==> src/rtl/axil_addr_decoder.sv <==
// AXI-Lite address decoder: one outstanding CPU transaction, decoded to a slave select code and
// replayed on the interconnect port after the select mux settles. Optional slave timeout: DEC_TIMEOUT_EN.
module axil_addr_decoder #(
  parameter logic [31:0] DDR_BASE  = 32'h0000_0000,
  parameter logic [31:0] DDR_MASK  = 32'hC000_0000,
  parameter logic [31:0] SD_BASE   = 32'h4000_0000,
  parameter logic [31:0] PER_MASK  = 32'hFFFF_0000,
  parameter logic [31:0] ETH_BASE  = 32'h4001_0000,
  parameter logic [31:0] UART_BASE = 32'h4002_0000,
  parameter logic [31:0] VGA_BASE  = 32'h4003_0000,
  parameter logic [31:0] PS2_BASE  = 32'h4004_0000,
  parameter int          SETTLE    = 2,
  parameter int          TIMEOUT   = 255
) (
  input  logic        clk,
  input  logic        rst_n,
  // CPU side
  input  logic [31:0] ARADDR_c,
  input  logic        ARVALID_c,
  output logic        ARREADY_c,
  output logic [31:0] RDATA_c,
  output logic        RRESP_c,
  output logic        RVALID_c,
  input  logic        RREADY_c,
  input  logic [31:0] AWADDR_c,
  input  logic        AWVALID_c,
  output logic        AWREADY_c,
  input  logic [31:0] WDATA_c,
  input  logic [3:0]  WSTRB_c,
  input  logic        WVALID_c,
  output logic        WREADY_c,
  output logic        BRESP_c,
  output logic        BVALID_c,
  input  logic        BREADY_c,
  // interconnect master port
  output logic [31:0] ARADDR_m,
  output logic        ARVALID_m,
  input  logic        ARREADY_m,
  input  logic [31:0] RDATA_m,
  input  logic        RRESP_m,
  input  logic        RVALID_m,
  output logic        RREADY_m,
  output logic [31:0] AWADDR_m,
  output logic        AWVALID_m,
  input  logic        AWREADY_m,
  output logic [31:0] WDATA_m,
  output logic [3:0]  WSTRB_m,
  output logic        WVALID_m,
  input  logic        WREADY_m,
  input  logic        BRESP_m,
  input  logic        BVALID_m,
  output logic        BREADY_m,
  output logic [2:0]  select,
  output logic        busy,
  output logic        timeout,
  output logic [3:0]  state
);

  // Handshakes on every channel: a transfer happens on a rising clk edge where valid and ready
  // are both high; a valid, once raised, stays high with stable payload until that transfer.

  typedef enum logic [3:0] {
    S_IDLE    = 4'd0,
    S_SETTLE  = 4'd1,
    S_RD_ADDR = 4'd2,
    S_RD_DATA = 4'd3,
    S_RD_RSP  = 4'd4,
    S_WR_REQ  = 4'd5,
    S_WR_WAIT = 4'd6,
    S_WR_RSP  = 4'd7,
    S_ERR     = 4'd8
  } state_t;

  localparam int SETTLE_W = (SETTLE > 1) ? $clog2(SETTLE) : 1;

  state_t              state_q, state_d;
  logic [31:0]         addr_q;
  logic [31:0]         wdata_q;
  logic [3:0]          wstrb_q;
  logic                is_write_q;
  logic [2:0]          select_q;
  logic [SETTLE_W-1:0] settle_cnt;
  logic                settle_done;
  logic [31:0]         rdata_q;
  logic                rresp_q;
  logic                bresp_q;
  logic                aw_done_q;
  logic                w_done_q;
  logic                rd_acc;
  logic                wr_acc;
  logic [31:0]         acc_addr;
  logic [3:0]          dec;
  logic                waiting;
  logic                tmo_hit;

  // Returns {hit, select code}; earlier matches win.
  function automatic logic [3:0] decode(input logic [31:0] a);
    if ((a & DDR_MASK) == DDR_BASE)       return 4'b1_000;
    else if ((a & PER_MASK) == SD_BASE)   return 4'b1_010;
    else if ((a & PER_MASK) == ETH_BASE)  return 4'b1_011;
    else if ((a & PER_MASK) == UART_BASE) return 4'b1_100;
    else if ((a & PER_MASK) == VGA_BASE)  return 4'b1_101;
    else if ((a & PER_MASK) == PS2_BASE)  return 4'b1_110;
    else                                  return 4'b0_000;
  endfunction

  assign rd_acc      = (state_q == S_IDLE) && ARVALID_c;
  assign wr_acc      = (state_q == S_IDLE) && !ARVALID_c && AWVALID_c && WVALID_c;
  assign acc_addr    = rd_acc ? ARADDR_c : AWADDR_c;
  assign dec         = decode(acc_addr);
  assign settle_done = (settle_cnt == SETTLE_W'(SETTLE - 1));
  assign waiting     = (state_q == S_RD_ADDR) || (state_q == S_RD_DATA) ||
                       (state_q == S_WR_REQ)  || (state_q == S_WR_WAIT);

  assign ARADDR_m = addr_q;
  assign AWADDR_m = addr_q;
  assign WDATA_m  = wdata_q;
  assign WSTRB_m  = wstrb_q;
  assign select   = select_q;
  assign busy     = (state_q != S_IDLE);
  assign state    = state_q;

`ifdef DEC_TIMEOUT_EN
  logic [7:0] tmo_cnt;

  // Restarts for each forwarded request; saturates so it can never wrap back below the limit.
  always_ff @(posedge clk or negedge rst_n) begin
    if (!rst_n) begin
      tmo_cnt <= 8'd0;
    end else if (state_q == S_SETTLE) begin
      tmo_cnt <= 8'd0;
    end else if (waiting && tmo_cnt != 8'hFF) begin
      tmo_cnt <= tmo_cnt + 8'd1;
    end
  end

  assign tmo_hit = waiting && (tmo_cnt == 8'(TIMEOUT));
`else
  logic timeout_unused;
  assign timeout_unused = ^TIMEOUT;
  assign tmo_hit        = 1'b0;
`endif

  always_comb begin
    state_d   = state_q;
    ARREADY_c = 1'b0;
    AWREADY_c = 1'b0;
    WREADY_c  = 1'b0;
    RVALID_c  = 1'b0;
    RDATA_c   = 32'h0;
    RRESP_c   = 1'b0;
    BVALID_c  = 1'b0;
    BRESP_c   = 1'b0;
    ARVALID_m = 1'b0;
    RREADY_m  = 1'b0;
    AWVALID_m = 1'b0;
    WVALID_m  = 1'b0;
    BREADY_m  = 1'b0;
    timeout   = 1'b0;
    case (state_q)
      S_IDLE: begin
        ARREADY_c = rd_acc;
        AWREADY_c = wr_acc;
        WREADY_c  = wr_acc;
        if (rd_acc || wr_acc) state_d = dec[3] ? S_SETTLE : S_ERR;
      end
      S_SETTLE: begin
        if (settle_done) state_d = is_write_q ? S_WR_REQ : S_RD_ADDR;
      end
      S_RD_ADDR: begin
        ARVALID_m = 1'b1;
        if (ARREADY_m) begin
          state_d = S_RD_DATA;
        end else if (tmo_hit) begin
          state_d = S_ERR;
          timeout = 1'b1;
        end
      end
      S_RD_DATA: begin
        RREADY_m = 1'b1;
        if (RVALID_m) begin
          state_d = S_RD_RSP;
        end else if (tmo_hit) begin
          state_d = S_ERR;
          timeout = 1'b1;
        end
      end
      S_RD_RSP: begin
        RVALID_c = 1'b1;
        RDATA_c  = rdata_q;
        RRESP_c  = rresp_q;
        if (RREADY_c) state_d = S_IDLE;
      end
      S_WR_REQ: begin
        AWVALID_m = !aw_done_q;
        WVALID_m  = !w_done_q;
        if ((aw_done_q || AWREADY_m) && (w_done_q || WREADY_m)) begin
          state_d = S_WR_WAIT;
        end else if (tmo_hit) begin
          state_d = S_ERR;
          timeout = 1'b1;
        end
      end
      S_WR_WAIT: begin
        BREADY_m = 1'b1;
        if (BVALID_m) begin
          state_d = S_WR_RSP;
        end else if (tmo_hit) begin
          state_d = S_ERR;
          timeout = 1'b1;
        end
      end
      S_WR_RSP: begin
        BVALID_c = 1'b1;
        BRESP_c  = bresp_q;
        if (BREADY_c) state_d = S_IDLE;
      end
      S_ERR: begin
        // Local error response; the interconnect port stays quiet.
        if (is_write_q) begin
          BVALID_c = 1'b1;
          BRESP_c  = 1'b1;
          if (BREADY_c) state_d = S_IDLE;
        end else begin
          RVALID_c = 1'b1;
          RRESP_c  = 1'b1;
          if (RREADY_c) state_d = S_IDLE;
        end
      end
      default: state_d = S_IDLE;
    endcase
  end

  always_ff @(posedge clk or negedge rst_n) begin
    if (!rst_n) begin
      state_q    <= S_IDLE;
      addr_q     <= 32'h0;
      wdata_q    <= 32'h0;
      wstrb_q    <= 4'h0;
      is_write_q <= 1'b0;
      select_q   <= 3'b000;
      settle_cnt <= '0;
      rdata_q    <= 32'h0;
      rresp_q    <= 1'b0;
      bresp_q    <= 1'b0;
      aw_done_q  <= 1'b0;
      w_done_q   <= 1'b0;
    end else begin
      state_q <= state_d;
      if (rd_acc || wr_acc) begin
        addr_q     <= acc_addr;
        is_write_q <= wr_acc;
        settle_cnt <= '0;
        if (wr_acc) begin
          wdata_q <= WDATA_c;
          wstrb_q <= WSTRB_c;
        end
        // A miss leaves the mux where it was.
        if (dec[3]) select_q <= dec[2:0];
      end
      if (state_q == S_SETTLE) begin
        aw_done_q <= 1'b0;
        w_done_q  <= 1'b0;
        if (!settle_done) settle_cnt <= settle_cnt + SETTLE_W'(1);
      end
      if (state_q == S_WR_REQ) begin
        if (AWVALID_m && AWREADY_m) aw_done_q <= 1'b1;
        if (WVALID_m && WREADY_m)   w_done_q  <= 1'b1;
      end
      if (state_q == S_RD_DATA && RVALID_m) begin
        rdata_q <= RDATA_m;
        rresp_q <= RRESP_m;
      end
      if (state_q == S_WR_WAIT && BVALID_m) bresp_q <= BRESP_m;
    end
  end

endmodule

==> config.mk <==
export PLATFORM = sky130hd
export DESIGN_NAME = axil_addr_decoder
export DESIGN_NICKNAME = d
export VERILOG_FILES = /design/src/rtl/axil_addr_decoder.sv
export SDC_FILE = /design/constraint.sdc
export NUM_CORES = 1
export LEC_CHECK = 0
export CAP_MARGIN = 20
export CELL_PAD_IN_SITES_DETAIL_PLACEMENT = 0
export CELL_PAD_IN_SITES_GLOBAL_PLACEMENT = 1
export CORE_UTILIZATION = 29
export DETAILED_ROUTE_END_ITERATION = 10
export MAX_ROUTING_LAYER = met4
export PLACE_DENSITY_LB_ADDON = 0.05
export SYNTH_ARGS = -nofsm -noshare
export SYNTH_HDL_FRONTEND = slang
export SYNTH_SLANG_ARGS = --single-unit
==> constraint.sdc <==
create_clock -name clk -period 2.6 [get_ports clk]
set_input_delay 0.78 -clock clk [delete_from_list [all_inputs] [get_ports clk]]
set_output_delay 0.78 -clock clk [all_outputs]
set_load 0.05 [all_outputs]
======== Word level (Yosys, flattened, before mapping) ========
Index checks and enable logic that the tools add are counted.
Widths: inputs -> output; s select.
operators by class
  add/subtract/negate cells ............... 1
  equality and inequality tests ........... 19
  multiplexer cells ....................... 42
  reductions and logical operators ........ 21
operator list
  kind                  number
  $eq 16x15->1 const B  5
  $mux 32               2
  $mux 4                16
  $pmux 4 s9            1
  $logic_not 32->1      1
  $mux 1                18
  $eq 4x3->1 const B    4
  $ne 2x2->1 const B    5
  $logic_and 1x1->1     9
  $eq 4x2->1 const B    2
  $pmux 1 s2            4
  $reduce_and 6->1      1
  $eq 4x1->1 const B    1
  $eq 4x4->1 const B    1
  $logic_not 4->1       1
  $reduce_and 2->1      2
  $reduce_bool 4->1     1
  $logic_not 1->1       3
  $logic_or 1x1->1      3
  $mux 3                1
  $ne 2x1->1 const B    1
  $add 1x1->1 const B   1
word-level totals
  register bits ........................... 113
  bits of input ports ..................... 146
  output and inout port bits .............. 153
  logic and storage cells ................. 95

======== Depth between registers and ports, before layout ========
Gate-level depths: netlist (run 1).
  depth in word-level cells ............... 13
  gate-level depth with buffers ........... 8
  gate-level depth less buffers ........... 6

======== Worst setup path before layout (run 1) ========
OpenSTA, ideal clock, no wires.
  path type ............................... register -> register
  start point ............................. register state_q[1], in the netlist state[1]
  end point ............................... register rdata_q[0]
  library setup time ...................... 0.125 ns
  data arrival time ....................... 3.009 ns
  data required time ...................... 2.475 ns
  slack ................................... -0.534 ns
  stages on the path, launching flop included .. 7
  buffers on the path ..................... 2
  period minus slack after synthesis ...... 3.134 ns
  path through ............................ dfrtp_1 -> buf_2 -> nand2_1 -> nor3_1 -> nand2_1 -> buf_2 -> mux2_2
on the way
  longest elaborated chain between the ends .. 2
ends and longest elaborated chain
  item                    line  source
  from (decl)             76    state_t state_q, state_d;
  from (signal assigned)  249   state_q <= state_d;
  $eq 4x2->1              270   if (state_q == S_RD_DATA && RVALID_m) begin
  $logic_and 1x1->1       270
  to (signal assigned)    271   rdata_q <= RDATA_m;
  to (decl)               84    logic [31:0] rdata_q;
No other way between the ends.
A chain may end at the register's enable or synchronous reset.

======== Worst setup path in the final report (run 1) ========
  start point ............................. register state_q[0], in the netlist state[0]
  end point ............................... output RDATA_c[24]
on the way
  longest elaborated chain between the ends .. 2
ends and longest elaborated chain
  item        line  source
  $eq 4x3->1  160   case (state_q)
  $mux 32     160
  to (decl)   21    output logic [31:0] RDATA_c,
No other way between the ends.

==> results of run 1 <==
==> final cells by class <==
cell class | instances | area, um2 | share of cell area, %
tap | 260 | 325 | 3.20
inverter | 7 | 30.0 | 0.295
clock buffer | 20 | 457 | 4.49
sequential | 113 | 2830 | 27.9
multi-input combinational | 323 | 2500 | 24.6
timing repair buffer | 342 | 3860 | 38.0
clock inverter | 12 | 158 | 1.55
==> kinds of logic after synthesis <==
logic type	count (synthesis)
other	1
buffers and inverters	69
AO/OA/AOI/OAI	70
multiplexers	102
flip-flops	113
AND/OR/NAND/NOR	150
==> power by group <==
group | switching (W) | leakage [nW] | total, W | internal (W)
sequential | 0.000560 | 1.39 | 0.00315 | 0.00259
clock | 0.000869 | 0.293 | 0.00243 | 0.00156
combinational | 0.00480 | 2.53 | 0.00778 | 0.00298
==> synth_stat cells, types with 2 or more instances <==
master | count | area, um2
buf_1 | 2 | 7.51
a211o_1 | 2 | 17.5
nor2b_1 | 2 | 12.5
nand2b_1 | 4 | 25.0
mux2_2 | 72 | 811
dfrtp_1 | 113 | 2830
nand3_1 | 3 | 15.0
a22o_1 | 2 | 17.5
inv_1 | 5 | 18.8
mux2i_1 | 30 | 300
nor3_1 | 8 | 40.0
nor4_4 | 2 | 42.5
a21oi_1 | 12 | 60.1
a32o_1 | 2 | 20.0
nor4_1 | 12 | 75.1
o211ai_1 | 2 | 15.0
nand2_1 | 48 | 180
nor2_1 | 22 | 82.6
and2_1 | 32 | 200
buf_8 | 2 | 30.0
nand4b_1 | 2 | 17.5
clkbuf_1 | 10 | 37.5
o21ai_1 | 27 | 135
buf_2 | 5 | 25.0
a31oi_1 | 7 | 43.8
o21ai_0 | 7 | 35.0
nor4b_1 | 4 | 35.0
buf_4 | 38 | 285
buf_6 | 4 | 45.0
a221o_1 | 2 | 20.0
==> state kept, by name (all words and copies together), names as in the netlist <==
register	count
is_write_q	1
bresp_q	1
WSTRB_m	4
rresp_q	1
rdata_q	32
w_done_q	1
aw_done_q	1
WDATA_m	32
state	4
settle_cnt	1
ARADDR_m	32
select	3
==> critical path: stages (launching register included) <==
cell       delay [ns]
dfrtp_2          0.43
or2_4            0.28
nor2_4           0.16
buf_6            0.14
clkbuf_16        0.14
and2_4           0.15
buf_12           0.13
==> stage by stage <==
stage                     TNS (ns)  util (%)  total power, W  cells  cell area (um2)
after floorplan             -0.578         -         0.00825    505             5740
after global placement      -0.341      49.3          0.0106   1033             9310
after detailed placement    -0.637      49.3          0.0107   1033             9310
after CTS                    -1.36      53.1          0.0134   1071            10000
after global routing         -1.97      53.8          0.0140   1077            10200
final                       -0.187      53.8          0.0134   1077            10200
==> repair_timing <==
item | in CTS | in global routing
buffers inserted | 5 | 4
setup endpoints to repair | 39 | 36
pin swaps | 4 | 35
gates resized for setup | 26 | 24
gates cloned | 1 | 2
==> per-layer routing <==
metal,track usage [%],vias up,share of wire [%]
met2,31.4,203,49
met3,6.31,34,8.5
met1,21.4,2438,39
met4,7.98,0,2.6
li1,-,2342,-
met5,-,-,0
==> worst max path at each step <==
stage / startpoint / cells after the start / slack, ns / end
finish: state[0] / 6 / -0.02 / RDATA_c[24]
global route: state[0] / 6 / -0.08 / RDATA_c[24]
floorplan: state[3] / 4 / -0.28 / AWVALID_m
global placement: AWADDR_c[29] / 7 / -0.1 / select[2]
CTS: state[1] / 5 / -0.06 / RDATA_c[26]
detailed placement: ARADDR_c[29] / 7 / -0.17 / select[1]
==> summary.txt, run 1 <==
CP Launch Type - register
worst r2r src - state[2]
VDD IR max - 845 uV
largest family of logic cells by synthesized area - multiplexers
min cycle time layout - 2.62 ns
fin nets - 950
worst-skew pair later-pin latency - 0.42 ns
starting density of the core - 30.0%
H-tree lvl count - 4
router iterations before antenna repair - 4
area added between synthesis and finish - 79.5%
Die W - 142 um
synth unique cells - 52
Fillers - 1664
EDFF count, synth - 0
core area - 18900 um2
Post-Syn Area - 5660 um2
Syn. warnings - 0
Final WS setup - -0.0206 ns
initial antenna violation count - 0
Die Y-Extent - 142 um
r2r setup slk - 0.47 ns
leakage power - 4.21 nW
hold_buf cts - 0
share of post-route cells with drive strength above 1 - 30.7%
XOR/XNOR share of the synthesized area - 0%
part of the cycle the worst path needs - 101%
CP arrival - 1.84 ns
GRT Overall Usage - 19.1%
CP Class - reg2out
Fin Hold WS - 0.272 ns
row cnt - 50
Hold Crit Class - in2async
Ant. Diodes - 0
simple-gate share of the synthesized area - 14.4%
#FFs+latches synth - 113
CTS Root Cell - clkbuf_16
CTS buffer count - 17
pwr/cell area - 1310 nW/um2
status - finished, violations left
Via Count - 5017
final hold violations - 0
Compound-Gate Fraction of Synth Area - 7.56%
highest clock rate - 382 MHz
pins over their slew limit - 0
Vias/cell - 4.66
share of synthesized cell area in full adder, half adder and majority cells - 0%
worst r2r dst - state[1]
pin count of the biggest net entering global routing - 55
die area - 20100 um2
post-synthesis mux area share - 19.6%
clk_skew - 0.00890 ns
worst-margin pin slew - 0.587 ns
violated checks - negative setup slack
crit path max fanout - 8
max-cap viol count - 0
commonest non-fill, non-tap cells in the layout - 244 x clkdlybuf4s50_1, 109 x dfrtp_1, 72 x mux2_2
Mean Syn Cell Area - 11.2 um2
Primary FF master, synth - dfrtp_1
Bufs on Longest Clock Path - 2
Post-Place Setup Slack - -0.173 ns
per-cell routed wire length - 17.2 um
# DRC - 0
Worst Path Required - 1.82 ns
drt initial violations - 166
final RePlAce weighted congestion - 0.849
RSZ-0062 raised after global routing - yes
Clock transition at path regs - 0.06 ns
Syn Nets - 651
Port Buf Inserts - 297
Slew headroom - 60.7%
Seq/Total Area, Yosys - 49.9%
DRT antenna net count - 0
final WL - 18500 um
clk sinks - 113
vias in the first global route - 5246
worst r2r path cells - 5
final setup violation count - 16
total gr overflow - 0
Synth Instances - 505
DP HPWL - 13700 um
CP endpoint kind - output pin
I/O pin total - 299
asr flop ratio synth - 100%
most common cell after layout, fill and taps aside - clkdlybuf4s50_1
CTS tree - yes
first-pass GRT wire length - 28300 um
Power figures use the tool's default switching activity.
==> run 2, diff against run 1 <==
Settings changed: SLEW_MARGIN set to 20.
==> results of run 2 <==
Same layout as run 1: the final DEF is identical, and so are final timing and power.
